[src/rtl/core_inst_buffer.sv]
// Instruction queue between fetch F2 and decode. It accepts up to two
// instructions per cycle and presents up to two in program order.
module core_inst_buffer #(
  parameter int DEPTH               = 8,
  parameter int ATTACHED_INFO_WIDTH = 32
) (
  input  logic                             clk,
  input  logic                             rst,
  input  logic                             flush_i,
  input  logic [1:0]                       valid_i,
  input  logic [31:0]                      pc_i,
  input  logic [63:0]                      inst_i,
  input  logic [ATTACHED_INFO_WIDTH-1:0]   attached_i,
  output logic                             ready_o,
  output logic [1:0]                       valid_o,
  output logic [63:0]                      pc_o,
  output logic [63:0]                      inst_o,
  output logic [2*ATTACHED_INFO_WIDTH-1:0] attached_o,
  input  logic [1:0]                       issue_i
);

  localparam int PW = $clog2(DEPTH);
  localparam logic [PW:0] ROOM_FOR_TWO = (PW+1)'(DEPTH - 2);
  localparam logic [PW:0] FULL_COUNT   = (PW+1)'(DEPTH);
  localparam logic [PW:0] TWO          = (PW+1)'(2);

  logic [31:0]                    inst_mem [DEPTH];
  logic [31:0]                    pc_mem   [DEPTH];
  logic [ATTACHED_INFO_WIDTH-1:0] att_mem  [DEPTH];

  logic [PW-1:0] head, tail, head1, tail1;
  logic [PW:0]   count;

  logic          push, pop0, pop1;
  logic [1:0]    push_n, pop_n;
  logic          first_sel;
  logic [31:0]   first_inst, first_pc, second_pc;
  logic          unused_pc_lsbs;

  assign unused_pc_lsbs = ^pc_i[2:0];

  always_comb begin
    ready_o    = count <= ROOM_FOR_TWO;
    valid_o[0] = count != '0;
    valid_o[1] = count >= TWO;

    push   = ready_o && (|valid_i) && !flush_i;
    push_n = {1'b0, valid_i[0]} + {1'b0, valid_i[1]};

    // issue_i=10 pops nothing: slot1 only pops together with slot0
    pop0  = issue_i[0] && valid_o[0];
    pop1  = issue_i[1] && issue_i[0] && valid_o[1];
    pop_n = {1'b0, pop0} + {1'b0, pop1};

    // A lone slot-1 instruction is compacted down to the tail entry
    first_sel  = !valid_i[0];
    first_inst = first_sel ? inst_i[63:32] : inst_i[31:0];
    first_pc   = {pc_i[31:3], first_sel, 2'b00};
    second_pc  = {pc_i[31:3], 1'b1, 2'b00};

    head1 = head + PW'(1);
    tail1 = tail + PW'(1);
  end

  always_ff @(posedge clk) begin
    if (rst || flush_i) begin
      head  <= '0;
      tail  <= '0;
      count <= '0;
    end else begin
      head  <= head + PW'(pop_n);
      tail  <= tail + (push ? PW'(push_n) : '0);
      count <= count + (push ? (PW+1)'(push_n) : '0) - (PW+1)'(pop_n);
    end
  end

  always_ff @(posedge clk) begin
    if (!rst && push) begin
      inst_mem[tail] <= first_inst;
      pc_mem[tail]   <= first_pc;
      att_mem[tail]  <= attached_i;
      if (&valid_i) begin
        inst_mem[tail1] <= inst_i[63:32];
        pc_mem[tail1]   <= second_pc;
        att_mem[tail1]  <= attached_i;
      end
    end
  end

  always_comb begin
    inst_o     = {inst_mem[head1], inst_mem[head]};
    pc_o       = {pc_mem[head1], pc_mem[head]};
    attached_o = {att_mem[head1], att_mem[head]};
  end

  always_ff @(posedge clk) begin
    if (!rst) begin
      assert (count <= FULL_COUNT);
      assert (valid_o != 2'b10);
      assert (tail == head + count[PW-1:0]);
    end
  end

endmodule

[config.mk]
export PLATFORM = sky130hd
export DESIGN_NAME = core_inst_buffer
export DESIGN_NICKNAME = d
export VERILOG_FILES = /design/src/rtl/core_inst_buffer.sv
export SDC_FILE = /design/constraint.sdc
export NUM_CORES = 1
export LEC_CHECK = 0
export CAP_MARGIN = 20
export CELL_PAD_IN_SITES_DETAIL_PLACEMENT = 1
export CELL_PAD_IN_SITES_GLOBAL_PLACEMENT = 1
export CORE_UTILIZATION = 40
export CTS_CLUSTER_DIAMETER = 40
export CTS_CLUSTER_SIZE = 40
export DETAILED_ROUTE_END_ITERATION = 16
export GPL_TIMING_DRIVEN = 1
export HOLD_SLACK_MARGIN = 0.05
export PLACE_DENSITY = 0.75
export SYNTH_ARGS = -nofsm -noshare
export SYNTH_HDL_FRONTEND = slang
export SYNTH_SLANG_ARGS = --single-unit
[constraint.sdc]
create_clock -name clk -period 4.55 [get_ports clk]
set_input_delay 0.455 -clock clk [delete_from_list [all_inputs] [get_ports clk]]
set_output_delay 0.455 -clock clk [all_outputs]
set_load 0.01 [all_outputs]
### Yosys cells after proc, flatten, opt, wreduce, memory -nomap -nowiden

Memories as Yosys holds them, arrays and structs flattened. A register that Yosys moved wholly into a read port is not among the register bits.
Cells that the tools add are included.

| word-level totals | value |
|---|---|
| bits in writable memories | 752 |
| bits in registers | 10 |
| memories | 3 |
| output and inout bits | 195 |

Memory list:

| memory | depth | bits a word | read ports | clocked after Yosys merged registers in | wr ports | line | source |
|---|---|---|---|---|---|---|---|
| att_mem | 8 | 32 | 2 | 1 | 2 | 29 | `logic [ATTACHED_INFO_WIDTH-1:0] att_mem [DEPTH];` |
| inst_mem | 8 | 32 | 2 | 1 | 2 | 27 | `logic [31:0] inst_mem [DEPTH];` |
| pc_mem | 8 | 30 | 2 | 1 | 2 | 28 | `logic [31:0] pc_mem [DEPTH];` |

| cells by class | value |
|---|---|
| magnitude comparators | 2 |
| reductions and logical operators | 13 |
| add/subtract/negate cells | 8 |
| multiplexer cells | 11 |

Operators by type and width:

| cell | count |
|---|---|
| 32-bit two-way mux | 1 |
| 3-bit two-way mux | 3 |
| 3-bit by 1-bit adder with 3-bit output, second input constant | 2 |
| 3-bit by 2-bit adder with 3-bit output | 2 |
| 1-bit logical AND | 6 |
| 1-bit two-way mux | 5 |
| 1-bit by 1-bit adder with 2-bit output | 2 |
| 4-bit by 2-bit adder with 4-bit output | 1 |
| 4-bit by 2-bit greater-or-equal comparator with 1-bit output, second input constant | 1 |
| 4-bit by 3-bit less-or-equal comparator with 1-bit output, second input constant | 1 |
| 2-bit two-way mux | 2 |
| 4-bit nonzero test | 1 |
| 4-bit by 2-bit subtractor with 4-bit output | 1 |
| 1-bit zero test | 3 |
| 2-bit AND reduction | 1 |
| 2-bit OR reduction | 1 |
| 1-bit logical OR | 1 |

### Longest topological paths before layout

Gate-level depths: netlist (run 1).

| logic depth | value |
|---|---|
| depth after elaboration | 6 |
| gate-level depth with buffers | 14 |
| depth with buffers taken out | 13 |

### Least setup slack after synthesis (run 1)

Ideal clock, no wire load.

| timing path | value |
|---|---|
| kind | input to register |
| start | input port valid_i[0] |
| end | memory att_mem[0][0], enable pin |
| cell stages on the path | 7 |
| data arrival time | 4510 ps |
| path buffers | 2 |
| slack | -450 ps |
| cell sequence | clkbuf_1 inv_1 ha_1 nor4b_4 nand4_1 a21oi_1 clkbuf_1 |

RTL lines:

| what | line | source |
|---|---|---|
| from (decl) | 10 | `input logic [1:0] valid_i,` |
| to (decl) | 29 |  |

==> results of run 1 <==
## how the worst min path moves through the flow
stage / start / depth (start not counted) / slack, ps / to
after detailed placement: pc_mem[2][0]$_SDFFE_PP1N_ / 2 / 510 / pc_mem[2][0]$_SDFFE_PP1N_
after global placement: pc_mem[2][0]$_SDFFE_PP1N_ / 2 / 490 / pc_mem[2][0]$_SDFFE_PP1N_
final: valid_i[0] / 4 / 250 / pc_mem[3][0]$_SDFFE_PP1N_
after global routing: valid_i[0] / 4 / 320 / pc_mem[3][0]$_SDFFE_PP1N_
after CTS: valid_i[0] / 4 / 210 / pc_mem[3][0]$_SDFFE_PP1N_
after floorplan: pc_mem[6][0]$_SDFFE_PP1N_ / 2 / 470 / pc_mem[6][0]$_SDFFE_PP1N_
## stage by stage
stage          power [mW]  area (µm²)
2_1_floorplan        11.5       40000
3_3_place_gp         13.4       44900
3_5_place_dp         13.6       44900
4_1_cts              23.0       49000
5_1_grt              23.6       49100
6_report             22.8       49100
## sequential cells by signal, summed over array words and instances (netlist names)
register  cells
att_mem     256
count         4
head          3
inst_mem    256
pc_mem      240
tail          3
## final cells by class
cell class / count / area (µm²)
antenna: 1 / 2.50
clock buffer: 137 / 3090
clock inverter: 89 / 1080
fill: 8973 / 49600
inverter: 15 / 56.3
multi-input combinational: 1201 / 16500
sequential: 762 / 22700
tap: 1287 / 1610
timing repair buffer: 383 / 4050
## power by group through the flow
stage | Sequential, mW | Combinational (mW) | Clock, mW
floorplan | 8.01 | 3.50 | 0
CTS | 7.91 | 5.57 | 9.55
global route | 7.92 | 5.84 | 9.82
global placement | 8.03 | 5.42 | 0
finish | 7.91 | 5.48 | 9.37
detailed placement | 8.05 | 5.53 | 0
## tightest hold or removal path: stages
cell and delay, ps:
buf_2 140, inv_1 90, nor3_1 60, o21ai_0 150
## routing by layer
metal	up-vias	part of all wire [%]	global-route usage [%]
met5	-	0.074	0
met1	12100	40	26.5
met2	692	52	38.3
met4	14	2.6	7.10
met3	181	5.8	4.47
li1	9584	-	-
## kinds of logic after synthesis
kind of cell / count (synthesis)
buffers and inverters: 183
other: 1
AOI/OAI and AO/OA: 23
adders and majority gates: 17
muxes: 852
and+or+nand+nor: 298
xor gates and xnor gates: 7
DFF: 762
## Yosys cell counts, drive strengths merged, types with 2 or more instances
cell | count | share of area [%]
fa | 4 | 0.20
o21ai | 8 | 0.10
nand2 | 10 | 0.13
xor2 | 3 | 0.11
clkbuf | 86 | 0.88
nor2 | 8 | 0.12
a21oi | 9 | 0.11
edfxtp | 744 | 56
inv | 14 | 0.13
or2 | 2 | 0.031
ha | 13 | 0.41
mux4 | 376 | 21
nor4 | 4 | 0.21
o311ai | 2 | 0.044
nand3b | 6 | 0.11
nand4 | 11 | 0.28
nor3b | 3 | 0.056
and2 | 238 | 3.7
mux2 | 476 | 14
xnor2 | 4 | 0.11
or3 | 5 | 0.078
nand3 | 2 | 0.025
dfxtp | 18 | 0.90
nor3 | 4 | 0.078
buf | 82 | 1.3
==> summary.md, run 1 <==
| Metric | Value |
|---|---|
| Worst Hold Class | `in2reg` |
| First-pass GRT wire length | `around 160 mm` |
| Crit Reg-Reg Startpoint | `count[3]$_SDFF_PP0_` |
| Part of the power in the clock network | `a little over 40%` |
| Mux cell area share after synthesis | `34.7%` |
| Sequential area share after synthesis | `56.8%` |
| Worst-path clk slew | `50 ps` |
| Placer congestion estimate | `between 0.7 and 0.8` |
| Outcome | `completed` |
| Critical path class | `reg2out` |
| Worst flop-to-flop path endpoint | `count[3]$_SDFF_PP0_` |
| Die area | `~0.10 mm²` |
| Leak | `15.6 nW` |
| Clk sinks | `762` |
| Routed Antenna Nets | `0` |
| Switching fraction of total power | `between 20% and 30%` |
| Via count | `22,600` |
| Final #Nets | `roughly 2,600` |
| Minimum clock period | `4230 ps` |
| Simple-Gate Fraction of Synth Area | `under 10%` |
| Synth cell types | `50` |
| CTS Buf Count | `120` |
| Main combinational cell family by area after synthesis | `multiplexers` |
| CP arrival | `about 3800 ps` |
| Share of cells above drive strength 1 | `43.9%` |
| Pin slew with the least headroom to its limit | `1170 ps` |
| Syn Inst Count | `2,143` |
| Fmax | `237 MHz` |
| Io pins | `330` |
| Yosys reg bits | `762` |
| CP max FO | `144` |
| H-Tree Depth | `3` |
| Most frequent cells in the layout | `744 x edfxtp_1, 458 x mux2_2, 376 x mux4_2, 321 x clkdlybuf4s50_1, 238 x and2_1` |
| R2R Setup Slk | `970 ps` |
| Area delta synth->final | `22.8%` |
| Maxcap violations | `0` |
| Vias in the first global route | `approximately 25,000` |
| Combinational Power Share | `24.1%` |
| DR pass1 iterations | `5` |
| CP delay by family, top | `buffers and inverters` |
| WL final | `110 mm` |
| Final Max Slew Viols | `0` |
| Largest net degree at the start of global routing | `approximately 150` |
| Critical Path Sink | `attached_o[10]` |
| Seq pwr share | `roughly a third` |
| Post-synth EDFFs | `744` |
| Rel. slew slack | `around 22%` |
| Core ar. | `0.0987 mm²` |
| Global Route Usage Sum | `between 20% and 30%` |
| Most common cell after layout, fill and taps aside | `edfxtp_1` |
| Starting Density | `40.5%` |
| Critical path launch point | `head[0]$_SDFF_PP0_` |
| DRT iter0 DRCs | `between 1,500 and 2,000` |
| Layout Skew | `22.9 ps` |
| CP startpoint kind | `register` |
| RSZ-0062 raised after global routing | `false` |
| Post-synth top flop | `edfxtp_1` |
| Die height | `approximately 320 µm` |
| Setup_tns | `0 ps` |
| Vias per cell | `5.83` |
| Post-synth ARST share | `0%` |
| Dpl cells | `approximately 3,600` |
| Hold Vio Cnt, Final | `0` |
| Total grt overflow | `0` |
| HPWL after DPL | `63.3 mm` |
| Net switching power | `5.94 mW` |
| Synth Area in Compound Gates | `less than 1%` |
| Final setup margin | `approximately 320 ps` |
| Post-route insts no fill | `3,875` |
| Final Cycle Share | `92.9%` |
| Worst path bufs/invs | `3` |
| Syn Area/Cell | `18.7 µm²` |
| Crit-path max cell delay | `around 630 ps` |
| Worst hold slack | `between 200 and 250 ps` |
| Synthesized cell area | `between 0.03 and 0.04 mm²` |
| Worst path cell trace | `buf_4 -> buf_12 -> mux4_2 -> mux2_2 -> clkdlybuf4s50_1` |
| WP depth | `5` |
| CTS tree | `done` |
| Row Count | `115` |
| Reg2reg path depth | `13` |
| Hold_buf cts | `0` |
| Clock buffer depth | `3` |
| Critical Path RT | `4090 ps` |
| Chip width | `~320 µm` |
| Postcts setup bufs | `0` |
| Pre-CTS setup slack | `~950 ps` |
| Cts repair resizes | `0` |
| Routed len/inst | `approximately 28 µm` |
| Port-buffer cells | `322` |
| Internal Pwr Total | `about 17 mW` |
| Worst VDD drop | `between 0.3 and 0.4 mV` |
| P per Cell Area | `~460 mW/mm²` |
| Setup crit end kind | `primary output` |
| Ys Warns | `0` |
| Initial antenna violation count | `9` |
| Residual DRC | `0` |
| Final setup violation count | `0` |
| Clk root buf | `clkbuf_16` |
| Final Core Density | `between 40% and 50%` |
| Slowest CP cell | `mux4_2` |
| Adder-Cell Fraction of Synth Area | `less than 1%` |
| Xor/xnor share of the synthesized area | `0.219%` |
| Later-pin clock latency in the skew report | `710 ps` |
Note: power is estimated with default switching activity, not from simulation.
==> run 2, diff against run 1 <==
- SETUP_SLACK_MARGIN: not set -> 0.02
- TNS_END_PERCENT: not set -> 5
==> run 2 against run 1 <==
Net effect:
- core utilization increased by 0.34 points
- die area unchanged
- critical path depth unchanged
- global-route usage increased by 0.35 points
- worst setup slack improved by 98 ps
==> summary.md, run 2 (same netlist as run 1, synthesis figures left out) <==
| Metric | Value |
|---|---|
| Outcome | `completed` |
| Hold_buf cts | `0` |
| Vias per cell | `5.87` |
| Internal Pwr Total | `roughly 18 mW` |
| CTS Buf Count | `133` |
| Port-buffer cells | `322` |
| Routed len/inst | `28.5 µm` |
| HP Start | `valid_i[0]` |
| Hold Vio Cnt, Final | `0` |
| Most frequent cells in the layout | `744 x edfxtp_1, 458 x mux2_2, 376 x mux4_2, 321 x clkdlybuf4s50_1, 238 x and2_1` |
| Crit Reg-Reg Startpoint | `tail[0]$_SDFF_PP0_` |
| Io pins | `330` |
| Area delta synth->final | `23.6%` |
| Met1 usage | `a little over a quarter` |
| Switching fraction of total power | `25.4%` |
| Critical path class | `reg2out` |
| Most common cell after layout, fill and taps aside | `edfxtp_1` |
| Global routing's busiest layer | `met2` |
| Worst flop-to-flop path endpoint | `inst_mem[7][11]$_DFFE_PP_` |
| Residual DRC | `0` |
| Leak | `approximately 16 nW` |
| Worst Hold Class | `in2reg` |
| Chip width | `318 µm` |
| Final Cycle Share | `90.7%` |
| P per Cell Area | `476 mW/mm²` |
| Critical Path RT | `approximately 4000 ps` |
| Rel. slew slack | `24.8%` |
| R2R Setup Slk | `between 1000 and 1500 ps` |
| Die area | `0.101 mm²` |
| Starting Density | `40.5%` |
| Clock buffer depth | `3` |
| Cts repair resizes | `0` |
| Vias in the first global route | `between 20,000 and 30,000` |
| Post-route design area | `between 0.04 and 0.05 mm²` |
| Worst-path clk slew | `50 ps` |
| Postcts setup bufs | `0` |
| Fmax | `242 MHz` |
| Clk sinks | `762` |
| Combinational Power Share | `between 20% and 30%` |
| CTS tree | `done` |
| Seq pwr share | `33.7%` |
| Pin slew with the least headroom to its limit | `between 1000 and 1500 ps` |
| Initial antenna violation count | `9` |
| Setup crit end kind | `primary output` |
| Net switching power | `5.97 mW` |
| H-Tree Depth | `4` |
| Routed Antenna Nets | `0` |
| Part of the power in the clock network | `42.9%` |
| Total power | `23.5 mW` |
| RSZ-0062 raised after global routing | `false` |
| Worst hold endpoint | `pc_mem[3][0]$_SDFFE_PP1N_` |
| Final Max Slew Viols | `0` |
| Minimum clock period | `4130 ps` |
| Largest net degree at the start of global routing | `132` |
| Final #Nets | `roughly 2,600` |
| CP startpoint kind | `register` |
| WL final | `approximately 110 mm` |
| First-pass GRT wire length | `165 mm` |
| CP arrival | `between 3000 and 4000 ps` |
| Later-pin clock latency in the skew report | `720 ps` |
| CP max FO | `50` |
| Largest regs | `att_mem x256, inst_mem x256, pc_mem x240` |
| Met2 Use GR | `38.7%` |
| Via count | `22,800` |
| Hold Path Depth | `4` |
| Setup_tns | `0 ps` |
| M3 GR Usage | `4.49%` |
| Placer congestion estimate | `~0.75` |
| Clk root buf | `clkbuf_16` |
| Share of cells above drive strength 1 | `43.7%` |
| Core ar. | `0.0987 mm²` |
| DRT iter0 DRCs | `1,641` |
| Die height | `318 µm` |
| Worst VDD drop | `0.323 mV` |
| Final setup violation count | `0` |
| Reg2reg path depth | `6` |
| Global Route Usage Sum | `22.0%` |
| Layout Skew | `24.7 ps` |
| HPWL after DPL | `63.4 mm` |
| Total grt overflow | `0` |
| Maxcap violations | `0` |
| DR pass1 iterations | `5` |
| Row Count | `115` |
| Dpl cell area | `0.0449 mm²` |
run 2: power groups by stage:
stage	combinational [mW]	clock, mW	sequential, mW
finish	5.51	10.1	7.93
detailed placement	5.56	0	8.05
global placement	5.46	0	8.04
global route	5.87	10.5	7.93
floorplan	3.50	0	8.02
CTS	5.61	10.3	7.92
run 2: through the flow:
step / setup WS, ps / utilization, % / hold slack, ps / instances
5_1_grt: 289 / 50.0 / 266 / 3891
2_1_floorplan: -445 / - / 470 / 2146
3_5_place_dp: 915 / 45.5 / 499 / 3647
6_report: 423 / 50.1 / 292 / 3892
4_1_cts: 364 / 50.0 / 210 / 3889
3_3_place_gp: 963 / 45.5 / 489 / 3647
run 2: cell type report:
type	count	area, µm²
Fill cell	9008	49300
Multi-Input combinational cell	1201	16500
Sequential cell	762	22700
Tap cell	1287	1610
Clock buffer	162	3550
Timing Repair Buffer	382	4040
Clock inverter	80	952
Antenna cell	3	7.51
Inverter	15	56.3
run 2: layer usage:
layer	part of all wire, %	wire length (µm)	up-vias
met5	0.053	59	-
met4	2.7	2980	10
met3	5.4	6020	206
met2	52	57900	751
met1	40	43800	12300
li1	-	-	9595
run 2: how the worst max path moves through the flow:
stage | slack [ps] | cells past startpoint | start | endpoint
floorplan | -440 | 7 | valid_i[0] | att_mem[4][0]$_DFFE_PP_
global placement | 960 | 7 | valid_i[1] | inst_mem[7][8]$_DFFE_PP_
detailed placement | 910 | 7 | valid_i[1] | att_mem[7][22]$_DFFE_PP_
CTS | 360 | 5 | head[0]$_SDFF_PP0_ | inst_o[33]
global route | 290 | 5 | head[1]$_SDFF_PP0_ | inst_o[1]
finish | 420 | 5 | head[1]$_SDFF_PP0_ | inst_o[1]
run 2: critical path, cell delays in order, from the launching register on:
cell	delay, ps
dfxtp_4	350
buf_4	440
buf_4	780
mux4_2	410
mux2_2	280
clkdlybuf4s50_1	640
==> run 3, diff against run 2 <==
- CORE_ASPECT_RATIO: not set -> 2
- CORE_UTILIZATION: 40 -> 35
- HOLD_SLACK_MARGIN: 0.05 -> 0.15
- PLACE_DENSITY: 0.75 -> 0.68
==> run 3 against run 2 <==
Net effect:
- core utilization is 7.6 points lower
- fmax is 1.4% lower
- worst setup slack worse by 60 ps
- first-iteration DRC count is 34% lower
- sequential power hardly changed
- global-route usage is 2.3 points lower
- count of clock-buffer cells in the layout is 69 lower
- cell count is 3.2% higher
- non-clock buffer count is 13 lower
- routed wire length is 1.4% higher
- die area is 14% higher
- critical path type unchanged
- critical endpoint is now pc_o[7]
- largest cell class unchanged
- largest power group is now sequential cells
==> summary.md, run 3 (same netlist as run 1, synthesis figures left out) <==
| Metric | Value |
|---|---|
| Outcome | `completed` |
| H-Tree Depth | `3` |
| Initial antenna violation count | `13` |
| Row Count | `approximately 180` |
| Largest net degree at the start of global routing | `115` |
| Share of cells above drive strength 1 | `42.9%` |
| R2R Setup Slk | `1160 ps` |
| Cts repair resizes | `0` |
| CTS tree | `done` |
| CP startpoint kind | `register` |
| Port-buffer cells | `322` |
| WL final | `112 mm` |
| Pre-CTS setup slack | `949 ps` |
| Vias per cell | `5.49` |
| Most frequent cells in the layout | `744 x edfxtp_1, 458 x mux2_2, 376 x mux4_2, 321 x clkdlybuf4s50_1, 238 x and2_1` |
| Reg2reg path depth | `6` |
| Post-route insts no fill | `4,016` |
| Chip width | `~240 µm` |
| Die height | `480 µm` |
| Worst Hold Class | `in2reg` |
| Critical Path Sink | `pc_o[7]` |
| Clock buffer depth | `3` |
| Critical path class | `reg2out` |
| Vias in the first global route | `around 25,000` |
| Rel. slew slack | `~33%` |
| Later-pin clock latency in the skew report | `690 ps` |
| Pin slew with the least headroom to its limit | `around 1000 ps` |
| Final setup margin | `363 ps` |
| DR pass1 iterations | `5` |
| Via count | `~22,000` |
| Final #Nets | `2,589` |
| Minimum clock period | `4190 ps` |
| CP arrival | `3730 ps` |
| Clk sinks | `762` |
| Final Cycle Share | `92.0%` |
| Core ar. | `0.113 mm²` |
| Routed Antenna Nets | `0` |
| Crit-path max cell delay | `approximately 630 ps` |
| Residual DRC | `0` |
| DRT iter0 DRCs | `1,091` |
| Die area | `0.116 mm²` |
| Total power | `roughly 21 mW` |
| CP max FO | `38` |
| Global Route Usage Sum | `19.7%` |
| Worst hold slack | `239 ps` |
| Filler cell count | `10,900` |
| Postcts setup bufs | `0` |
| Area delta synth->final | `20.5%` |
| First-pass GRT wire length | `166 mm` |
| Crit-path most repeated cell | `buf_4` |
| P per Cell Area | `around 430 mW/mm²` |
| Io pins | `330` |
| Leak | `15.0 nW` |
| Hold_buf cts | `0` |
| WP depth | `5` |
| Setup crit end kind | `primary output` |
| Critical path launch point | `head[0]$_SDFF_PP0_` |
| Clk root buf | `clkbuf_16` |
| Worst flop-to-flop path endpoint | `inst_mem[7][29]$_DFFE_PP_` |
| Worst path cell trace | `buf_4 -> buf_4 -> mux4_2 -> mux2_2 -> clkdlybuf4s50_1` |
| Largest regs | `att_mem x256, inst_mem x256, pc_mem x240` |
| Routed len/inst | `28.0 µm` |
| Layout Skew | `approximately 34 ps` |
| Placer congestion estimate | `a little under 0.8` |
| Starting Density | `35.2%` |
| Final setup violation count | `0` |
| Final Max Slew Viols | `0` |
| Fmax | `239 MHz` |
| HPWL after DPL | `66.1 mm` |
| CTS Buf Count | `88` |
| Hold Vio Cnt, Final | `0` |
| Crit Reg-Reg Startpoint | `tail[0]$_SDFF_PP0_` |
| Critical Path RT | `4090 ps` |
| Most common cell after layout, fill and taps aside | `edfxtp_1` |
| Worst path bufs/invs | `3` |
| RSZ-0062 raised after global routing | `false` |
| Worst-path clk slew | `60 ps` |
| Maxcap violations | `0` |
| Worst VDD drop | `0.325 mV` |
| Slowest CP cell | `buf_4` |
| CP delay by family, top | `buffers and inverters` |
| Dpl cells | `3,851` |
| Total grt overflow | `0` |
## run 3: cell count changes in the layout (fill, tap and decap cells not counted), sizes merged, moves of 4 or more
cell,delta
bufinv,-13
clkinv,-11
clkinvlp,-4
buf,-13
inv,+18
clkbuf,-69
## run 3: worst reg2reg max path, stage by stage, from the launching register on
cell,delay (ps)
dfxtp_1,840
ha_1,450
xor2_4,410
nand2_4,120
nor4_4,210
buf_4,640
mux2_2,440
## run 3: layout make-up
cell class                 count  area [µm²]  area share, %
multi-input combinational   1201       16500           34.2
timing repair buffer         369        3980           8.27
clock buffer                  93        2240           4.66
sequential                   762       22700           47.2
antenna                        2        5.00         0.0104
tap                         1504        1880           3.91
clock inverter                70         796           1.65
inverter                      15        56.3          0.117
## run 3: per-stage QoR
step	util [%]	setup TNS [ps]	cell area, µm²
final	42.4	0	48100
after global routing	42.4	0	48100
after floorplan	-	-266480	40000
after detailed placement	39.8	0	45100
after global placement	39.8	0	45100
after CTS	42.4	0	48100
## run 3: worst min path at each step
stage	endpoint	cells past startpoint	from	slack [ps]
finish	pc_mem[5][0]$_SDFFE_PP1N_	2	valid_i[0]	240
floorplan	pc_mem[6][0]$_SDFFE_PP1N_	2	pc_mem[6][0]$_SDFFE_PP1N_	470
global route	pc_mem[5][0]$_SDFFE_PP1N_	2	valid_i[0]	210
CTS	pc_mem[5][0]$_SDFFE_PP1N_	2	valid_i[0]	170
global placement	pc_mem[4][0]$_SDFFE_PP1N_	2	pc_mem[4][0]$_SDFFE_PP1N_	490
detailed placement	pc_mem[6][0]$_SDFFE_PP1N_	2	pc_mem[6][0]$_SDFFE_PP1N_	510
## run 3: where the power goes
group	total [mW]	internal, mW	switching (mW)
clock network	7.32	4.05	3.28
registers	7.90	7.82	0.0731
logic	5.46	3.08	2.38
## run 3: layer usage
layer,vias to the layer above,wire length [µm],global-route usage [%]
li1,9440,-,-
met1,11800,41800,21.9
met2,573,60900,36.6
met3,179,6990,4.64
met4,24,2600,6.30
met5,-,152,0
